$ cat config.mk
export PLATFORM = sky130hd
export DESIGN_NAME = hazard_control_unit
export DESIGN_NICKNAME = d
export VERILOG_FILES = /design/src/rtl/mips_pkg.sv /design/src/rtl/sat_counter.sv /design/src/rtl/hazard_control_unit.sv
export SDC_FILE = /design/constraint.sdc
export NUM_CORES = 1
export LEC_CHECK = 0
export ABC_AREA = 1
export CAP_MARGIN = 20
export CORE_ASPECT_RATIO = 1.75
export CORE_MARGIN = 2
export CORE_UTILIZATION = 45
export CTS_CLUSTER_SIZE = 25
export DETAILED_ROUTE_END_ITERATION = 7
export GPL_TIMING_DRIVEN = 0
export PLACE_DENSITY = 0.82
export REMOVE_ABC_BUFFERS = 1
export SYNTH_ARGS = -nofsm -noshare
export SYNTH_HDL_FRONTEND = slang
export SYNTH_SLANG_ARGS = --single-unit
$ cat constraint.sdc
create_clock -name i_clock -period 2 [get_ports i_clock]
set_clock_uncertainty 0.2 [all_clocks]
set_input_delay 0.4 -clock i_clock [delete_from_list [all_inputs] [get_ports i_clock]]
set_output_delay 0.4 -clock i_clock [all_outputs]
set_load 0.05 [all_outputs]
$ cat src/rtl/mips_pkg.sv
// -----------------------------------------------------------------------------
// mips_pkg
//   Shared definitions for the 5-stage MIPS core control logic.
//   - state_t  : sequencer state encodings (RUN / DRAIN / HALTED)
//   - ZERO_REG : architectural $zero, which never creates a dependency
// -----------------------------------------------------------------------------
package mips_pkg;

    typedef enum logic [1:0] {
        RUN    = 2'b00,
        DRAIN  = 2'b01,
        HALTED = 2'b10
    } state_t;

    localparam logic [4:0] ZERO_REG = 5'd0;

endpackage : mips_pkg

$ cat src/rtl/sat_counter.sv
// -----------------------------------------------------------------------------
// sat_counter
//   Saturating event counter. It stops at all-ones and never wraps.
//   Ports:
//     i_clock  clock
//     i_reset  synchronous active-high reset, clears the count
//     i_valid  global enable; the count holds while low
//     i_inc    count this cycle (qualified by i_valid)
//     o_count  current count
// -----------------------------------------------------------------------------
module sat_counter #(
    parameter int NB_COUNT = 16
) (
    input  logic                i_clock,
    input  logic                i_reset,
    input  logic                i_valid,
    input  logic                i_inc,
    output logic [NB_COUNT-1:0] o_count
);

    // NOTE: sequential state is written with non-blocking assignments only, so
    // every flop samples pre-edge values no matter how the blocks are ordered.
    always_ff @(posedge i_clock) begin
        if (i_reset) begin
            o_count <= '0;
        end else if (i_valid && i_inc && (o_count != '1)) begin
            o_count <= o_count + NB_COUNT'(1);
        end
    end

endmodule : sat_counter

$ cat src/rtl/hazard_control_unit.sv
// -----------------------------------------------------------------------------
// hazard_control_unit
//   Pipeline sequencer for the 5-stage MIPS core. It works beside the
//   forwarding unit.
//   - Stalls (holds PC and IF/ID, bubbles ID/EX) on hazards that forwarding
//     cannot cover: load-use, and branch/jr operands still in flight.
//   - Flushes IF/ID on a taken control transfer that is not stalled.
//   - On HALT it drains EX/MEM/WB for N_DRAIN cycles, then parks in HALTED.
//   - Saturating stall and flush counters are provided for the debug unit.
//   Ports:
//     i_clock, i_reset          clock, synchronous active-high reset
//     i_valid                   global enable; low freezes all state
//     i_rs_id/i_rt_id, i_use_*  source operands of the ID instruction
//     i_branch_id, i_jump_rs_id control instruction resolved in ID
//     i_taken_id, i_halt_id     taken control transfer / HALT in ID
//     i_we_ex, i_load_ex, i_rd_ex   EX-stage destination info
//     i_load_mem, i_rd_mem          MEM-stage destination info
//     o_hold_pc, o_hold_if_id, o_bubble_ex, o_flush_if_id   pipeline control
//     o_halted                  pipeline drained and stopped
//     o_stall_count, o_flush_count  saturating performance counters
// -----------------------------------------------------------------------------
module hazard_control_unit
    import mips_pkg::*;
#(
    parameter int NB_REG_ADDR = 5,
    parameter int NB_COUNT    = 16,
    parameter int N_DRAIN     = 3
) (
    input  logic                   i_clock,
    input  logic                   i_reset,
    input  logic                   i_valid,
    input  logic [NB_REG_ADDR-1:0] i_rs_id,
    input  logic [NB_REG_ADDR-1:0] i_rt_id,
    input  logic                   i_use_rs_id,
    input  logic                   i_use_rt_id,
    input  logic                   i_branch_id,
    input  logic                   i_jump_rs_id,
    input  logic                   i_taken_id,
    input  logic                   i_halt_id,
    input  logic                   i_we_ex,
    input  logic                   i_load_ex,
    input  logic [NB_REG_ADDR-1:0] i_rd_ex,
    input  logic                   i_load_mem,
    input  logic [NB_REG_ADDR-1:0] i_rd_mem,
    output logic                   o_hold_pc,
    output logic                   o_hold_if_id,
    output logic                   o_bubble_ex,
    output logic                   o_flush_if_id,
    output logic                   o_halted,
    output logic [NB_COUNT-1:0]    o_stall_count,
    output logic [NB_COUNT-1:0]    o_flush_count
);

    localparam int NB_DRAIN = (N_DRAIN > 1) ? $clog2(N_DRAIN) : 1;
    localparam logic [NB_REG_ADDR-1:0] ZERO_ADDR = NB_REG_ADDR'(ZERO_REG);

    state_t              state, next_state, cur_state;
    logic [NB_DRAIN-1:0] drain_cnt, next_drain_cnt;

    // ---------------- hazard detection ----------------
    logic rd_ex_nz, rd_mem_nz;
    logic ctl_rs, ctl_rt;
    logic ex_hits_ops, ex_hits_ctl, mem_hits_ctl;
    logic lu, cx, cl2, cm, stall_now;

    assign rd_ex_nz  = (i_rd_ex  != ZERO_ADDR);
    assign rd_mem_nz = (i_rd_mem != ZERO_ADDR);

    // Operands that a branch/jr consumes in ID. These cannot be forwarded from EX/MEM.
    assign ctl_rs = i_branch_id | i_jump_rs_id;
    assign ctl_rt = i_branch_id;

    assign ex_hits_ops  = rd_ex_nz & ((i_use_rs_id & (i_rs_id == i_rd_ex)) |
                                      (i_use_rt_id & (i_rt_id == i_rd_ex)));
    assign ex_hits_ctl  = rd_ex_nz & ((ctl_rs & (i_rs_id == i_rd_ex)) |
                                      (ctl_rt & (i_rt_id == i_rd_ex)));
    assign mem_hits_ctl = rd_mem_nz & ((ctl_rs & (i_rs_id == i_rd_mem)) |
                                       (ctl_rt & (i_rt_id == i_rd_mem)));

    assign lu  = i_load_ex & ex_hits_ops;
    assign cx  = i_we_ex & ~i_load_ex & ex_hits_ctl;
    // A load feeding a branch needs two stalls. The second stall comes from cm,
    // because the load moves into MEM while ID is held.
    assign cl2 = i_load_ex & ex_hits_ctl;
    assign cm  = i_load_mem & mem_hits_ctl;
    assign stall_now = lu | cx | cl2 | cm;

    // Outputs reflect RUN during the reset cycle itself, even when the
    // register still holds DRAIN or HALTED.
    assign cur_state = i_reset ? RUN : state;

    // ---------------- sequencer ----------------
    always_ff @(posedge i_clock) begin
        if (i_reset) begin
            state     <= RUN;
            drain_cnt <= '0;
        end else if (i_valid) begin
            state     <= next_state;
            drain_cnt <= next_drain_cnt;
        end
    end

    logic hold, flush, stall_inc;

    always_comb begin
        // NOTE: every output of this block gets a default first. Then no path
        // leaves a variable unassigned, and no latch is inferred.
        next_state     = state;
        next_drain_cnt = drain_cnt;
        hold           = 1'b0;
        flush          = 1'b0;
        stall_inc      = 1'b0;
        o_halted       = 1'b0;

        case (cur_state)
            RUN: begin
                hold      = stall_now;
                stall_inc = stall_now;
                // A stall dominates: a taken branch or HALT stays in ID and
                // is evaluated again next cycle.
                flush     = i_taken_id & ~stall_now;
                if (i_halt_id && !stall_now) begin
                    next_state     = DRAIN;
                    next_drain_cnt = NB_DRAIN'(N_DRAIN - 1);
                end
            end
            DRAIN: begin
                hold = 1'b1;
                if (drain_cnt == '0) begin
                    next_state = HALTED;
                end else begin
                    next_drain_cnt = drain_cnt - NB_DRAIN'(1);
                end
            end
            HALTED: begin
                hold     = 1'b1;
                o_halted = 1'b1;
            end
            default: begin
                next_state = RUN;
            end
        endcase
    end

    assign o_hold_pc     = hold;
    assign o_hold_if_id  = hold;
    assign o_bubble_ex   = hold;
    assign o_flush_if_id = flush;

    // ---------------- performance counters ----------------
    sat_counter #(.NB_COUNT(NB_COUNT)) u_stall_counter (
        .i_clock (i_clock),
        .i_reset (i_reset),
        .i_valid (i_valid),
        .i_inc   (stall_inc),
        .o_count (o_stall_count)
    );

    sat_counter #(.NB_COUNT(NB_COUNT)) u_flush_counter (
        .i_clock (i_clock),
        .i_reset (i_reset),
        .i_valid (i_valid),
        .i_inc   (flush),
        .o_count (o_flush_count)
    );

endmodule : hazard_control_unit

==> run metrics <==
Clock Pin Slew Worst Setup and Hold Paths=70 ps; cell row count=37; final-report hold violation count=0; Final setup viols=17; fraction of the yosys area taken by sequential cells=roughly a quarter; relative area change from synthesis to final layout=50.14%; initial antenna violation count=0; TritonCTS clock tree=done; largest family of logic cells by synthesized area=simple AND/OR/NAND/NOR gates; overall track demand over capacity in global routing=approximately a quarter; Max-cap violations=0; violation count after the first detailed-route iteration=248; final worst-path cycle share=115.4%; CTS H-tree lvls=2; Post-DP Area=~0.0034 mm^2; reported leakage power=around 1.8 nW; setup total negative slack=-2171 ps; dominant register cell in the synthesized netlist=sky130_fd_sc_hd__dfxtp_1; buffering stage count on the worst path with inverters included=4; timing-limited maximum frequency=between 0.4 and 0.5 GHz; detailed-route vias per instance=5.453; Adder-Cell Fraction of Synth Area=between 3 and 4%; clock root buffer master=sky130_fd_sc_hd__clkbuf_8; path type of the worst min-delay path=in -> reg; 1st-pass router iterations=7; vias in the first global route=~3.0k; number of nets in the layout=around 530; number of antenna repair diodes=0; insertion delay to the later sink of the worst-skew pair=approximately 310 ps; total non-filler cell area in the finished layout=between 0.004 and 0.005 mm^2; Util after Layout=69.63%; largest stage delay on the critical path=approximately 210 ps; count of input and output buffers=68; element type at the critical path start=primary input; start-to-end type of the worst setup path=in -> out; ratio of cells with drive above 1 in the final layout=between 30% and 40%; fraction of synthesized cell area in xor and xnor cells=a little over a tenth; Global Route met3 Usage=4.233%; slew margin rel.=66.76%; maximum number of buffers from clock root to sink=2; number of register bits inferred by synthesis=36; global route overflow=0; post-synthesis mux area share=0%; placeable core region=0.005833 mm^2; width of the die=approximately 63 um; EDFF count, synth=0; height of the chip=about 110 um; critical path's slowest cell=sky130_fd_sc_hd__dlygate4sd2_1; drc violations=0; HPWL after DPL=~5.2 mm; Avg Inst Size Synth=6.679 um^2; cell count after synthesis=405; worst setup margin=-307.0 ps; worst ir drop on vdd=between 0.2 and 0.3 mV; synthesized-area fraction occupied by and/or/nand/nor cells=36.45%; global-route wire length before repair=around 13 mm; YS warnings=0; CP delay by family, top=simple AND/OR/NAND/NOR gates; GR peak layer=met2; crit path capture type=primary output; Total Routed Length=between 8 and 9 mm; ordered list of cells on the worst path=dlygate4sd2_1 > nor2_1 > inv_1 > o21ai_1 > a21oi_1 > nand4_1 > nand2_1 > nand2_2 > nand2_2 > nand2_4 > clkinv_8 > nor2_4 > nor2_4 > buf_6; post-synthesis instance area=approximately 0.0027 mm^2; number of routed nets with antenna violations=0; last weighted congestion value of the routability-driven placer=0.8747; Compound-Gate Fraction of Synth Area=roughly 12%; via count of the routed design=3130; Top Ports=69; total clock buffers created by CTS=5; Die Footprint=around 0.0067 mm^2; synth unique cells=32; setup repair after global routing missed its margin=yes; number of slew-limit violations in the final report=0; global routing met2 resource utilization=between 40% and 50%; fraction of met1 tracks used by global routing=approximately 25%; slew at the pin with the worst max-slew slack=between 500 and 600 ps; clock period minus worst slack=roughly 2300 ps; Clock Sinks=36; status=finished with violations; total power divided by cell area=445.8 mW/mm^2; FFs w/ async S/R, synth=0%; largest net degree at the start of global routing=18; violations in the final reports=negative setup slack; Required @ worst endpoint=1400 ps; worst path arrival time=~1700 ps; post-DR wirelength/cell=~15 um; starting utilization of the core area=between 40% and 50%; crit-path max FO=3
[per-stage QoR]
step                      cells  power, mW  hold slack, ps  setup WS (ps)
after global routing        574      1.884           125.6         -392.8
final                       574      1.811           126.7         -307.0
after floorplan             392     0.9774           248.3          -1740
after CTS                   564      1.735           145.2         -312.4
after detailed placement    539      1.148           277.1          -1950
after global placement      538      1.133           267.4          -2415
[cells in the mapped netlist (3+ instances only)]
library cell | number | area (um^2)
sky130_fd_sc_hd__inv_1 | 47 | 176.4
sky130_fd_sc_hd__inv_2 | 3 | 11.26
sky130_fd_sc_hd__xor2_1 | 18 | 157.7
sky130_fd_sc_hd__a21oi_2 | 9 | 78.83
sky130_fd_sc_hd__nor3_1 | 8 | 40.04
sky130_fd_sc_hd__xnor2_1 | 15 | 131.4
sky130_fd_sc_hd__nand3_1 | 37 | 185.2
sky130_fd_sc_hd__o21ai_1 | 10 | 50.05
sky130_fd_sc_hd__nand2_1 | 88 | 330.3
sky130_fd_sc_hd__ha_1 | 7 | 87.58
sky130_fd_sc_hd__nand3_2 | 9 | 90.09
sky130_fd_sc_hd__buf_4 | 4 | 30.03
sky130_fd_sc_hd__a21oi_1 | 25 | 125.1
sky130_fd_sc_hd__dfxtp_1 | 36 | 720.7
sky130_fd_sc_hd__clkbuf_1 | 4 | 15.01
sky130_fd_sc_hd__nand4_1 | 11 | 68.82
sky130_fd_sc_hd__o21ai_0 | 8 | 40.04
sky130_fd_sc_hd__nand2_2 | 4 | 25.02
sky130_fd_sc_hd__nor2_1 | 44 | 165.2
[cells in the final DEF, fill, tap and decap left out, types with 11 or more instances in the layout]
| master | synthesis | routed |
|---|---|---|
| sky130_fd_sc_hd__nand2_1 | 88 | 75 |
| sky130_fd_sc_hd__buf_6 | 2 | 17 |
| sky130_fd_sc_hd__a21oi_1 | 25 | 16 |
| sky130_fd_sc_hd__a21oi_2 | 9 | 18 |
| sky130_fd_sc_hd__inv_1 | 47 | 36 |
| sky130_fd_sc_hd__nand4_1 | 11 | 11 |
| sky130_fd_sc_hd__nand3_1 | 37 | 28 |
| sky130_fd_sc_hd__xor2_1 | 18 | 18 |
| sky130_fd_sc_hd__dlygate4sd2_1 | 0 | 37 |
| sky130_fd_sc_hd__dfxtp_1 | 36 | 32 |
| sky130_fd_sc_hd__inv_2 | 3 | 12 |
| sky130_fd_sc_hd__nor2_1 | 44 | 33 |
| sky130_fd_sc_hd__nand3_2 | 9 | 17 |
| sky130_fd_sc_hd__xnor2_1 | 15 | 13 |
| sky130_fd_sc_hd__nand2_2 | 4 | 16 |
| sky130_fd_sc_hd__nor2_4 | 0 | 12 |
| sky130_fd_sc_hd__buf_4 | 4 | 20 |
[path summary, 6_finish.rpt]
kind                start                     endpoint  slack (ps)  cells after the start
max reg2reg      state[0]  u_flush_counter.o_count[15]          40                     11
min reg2reg  drain_cnt[0]                 drain_cnt[0]         290                      2
max          i_jump_rs_id                 o_hold_if_id        -310                     14
min               i_reset   u_stall_counter.o_count[1]         130                      2
[kinds of logic (layout without fill, tap and decap cells)]
family                   after synthesis  in the layout
AND/OR/NAND/NOR                      210            211
buffers and inverters                 64            154
AO/OA/AOI/OAI                         55             55
flip-flops                            36             36
XOR/XNOR                              33             33
adder cells (fa/ha/maj)                7              7
[report_power, final]
part | internal, mW | total (mW) | switching (mW)
sequential | 0.728 | 0.739 | 0.0111
combinational | 0.218 | 0.532 | 0.314
clock | 0.243 | 0.539 | 0.296
total | 1.19 | 1.81 | 0.622
[area by class of cell]
type                       instances  area (um^2)
tap                               78        97.59
inverter                          51        219.0
clock buffer                       5        68.82
timing repair buffer              94        902.1
fill                             465         1772
clock inverter                     3        18.77
sequential                        36        730.7
timing repair inverter             1        8.758
multi-input combinational        306         2016
[state kept, by name, summed over array words and instances, names as in the netlist]
register                 flops
u_stall_counter.o_count     16
drain_cnt                    2
state                        2
u_flush_counter.o_count     16
[metal layers]
| layer | vias up | share of wire [%] |
|---|---|---|
| met5 | - | 0 |
| met4 | 0 | 3.4 |
| met3 | 31 | 5.5 |
| met2 | 140 | 54 |
| met1 | 1469 | 37 |
| li1 | 1490 | - |
[what timing repair did]
item | CTS | global route
hold buffers | 0 | 0
setup buffers | 17 | 7
endpoints found under the setup margin | 73 | 38
gates cloned | 1 | 3
pin swaps | 31 | 46
gates resized for setup | 204 | 84
(Power assumes the default switching activity.)
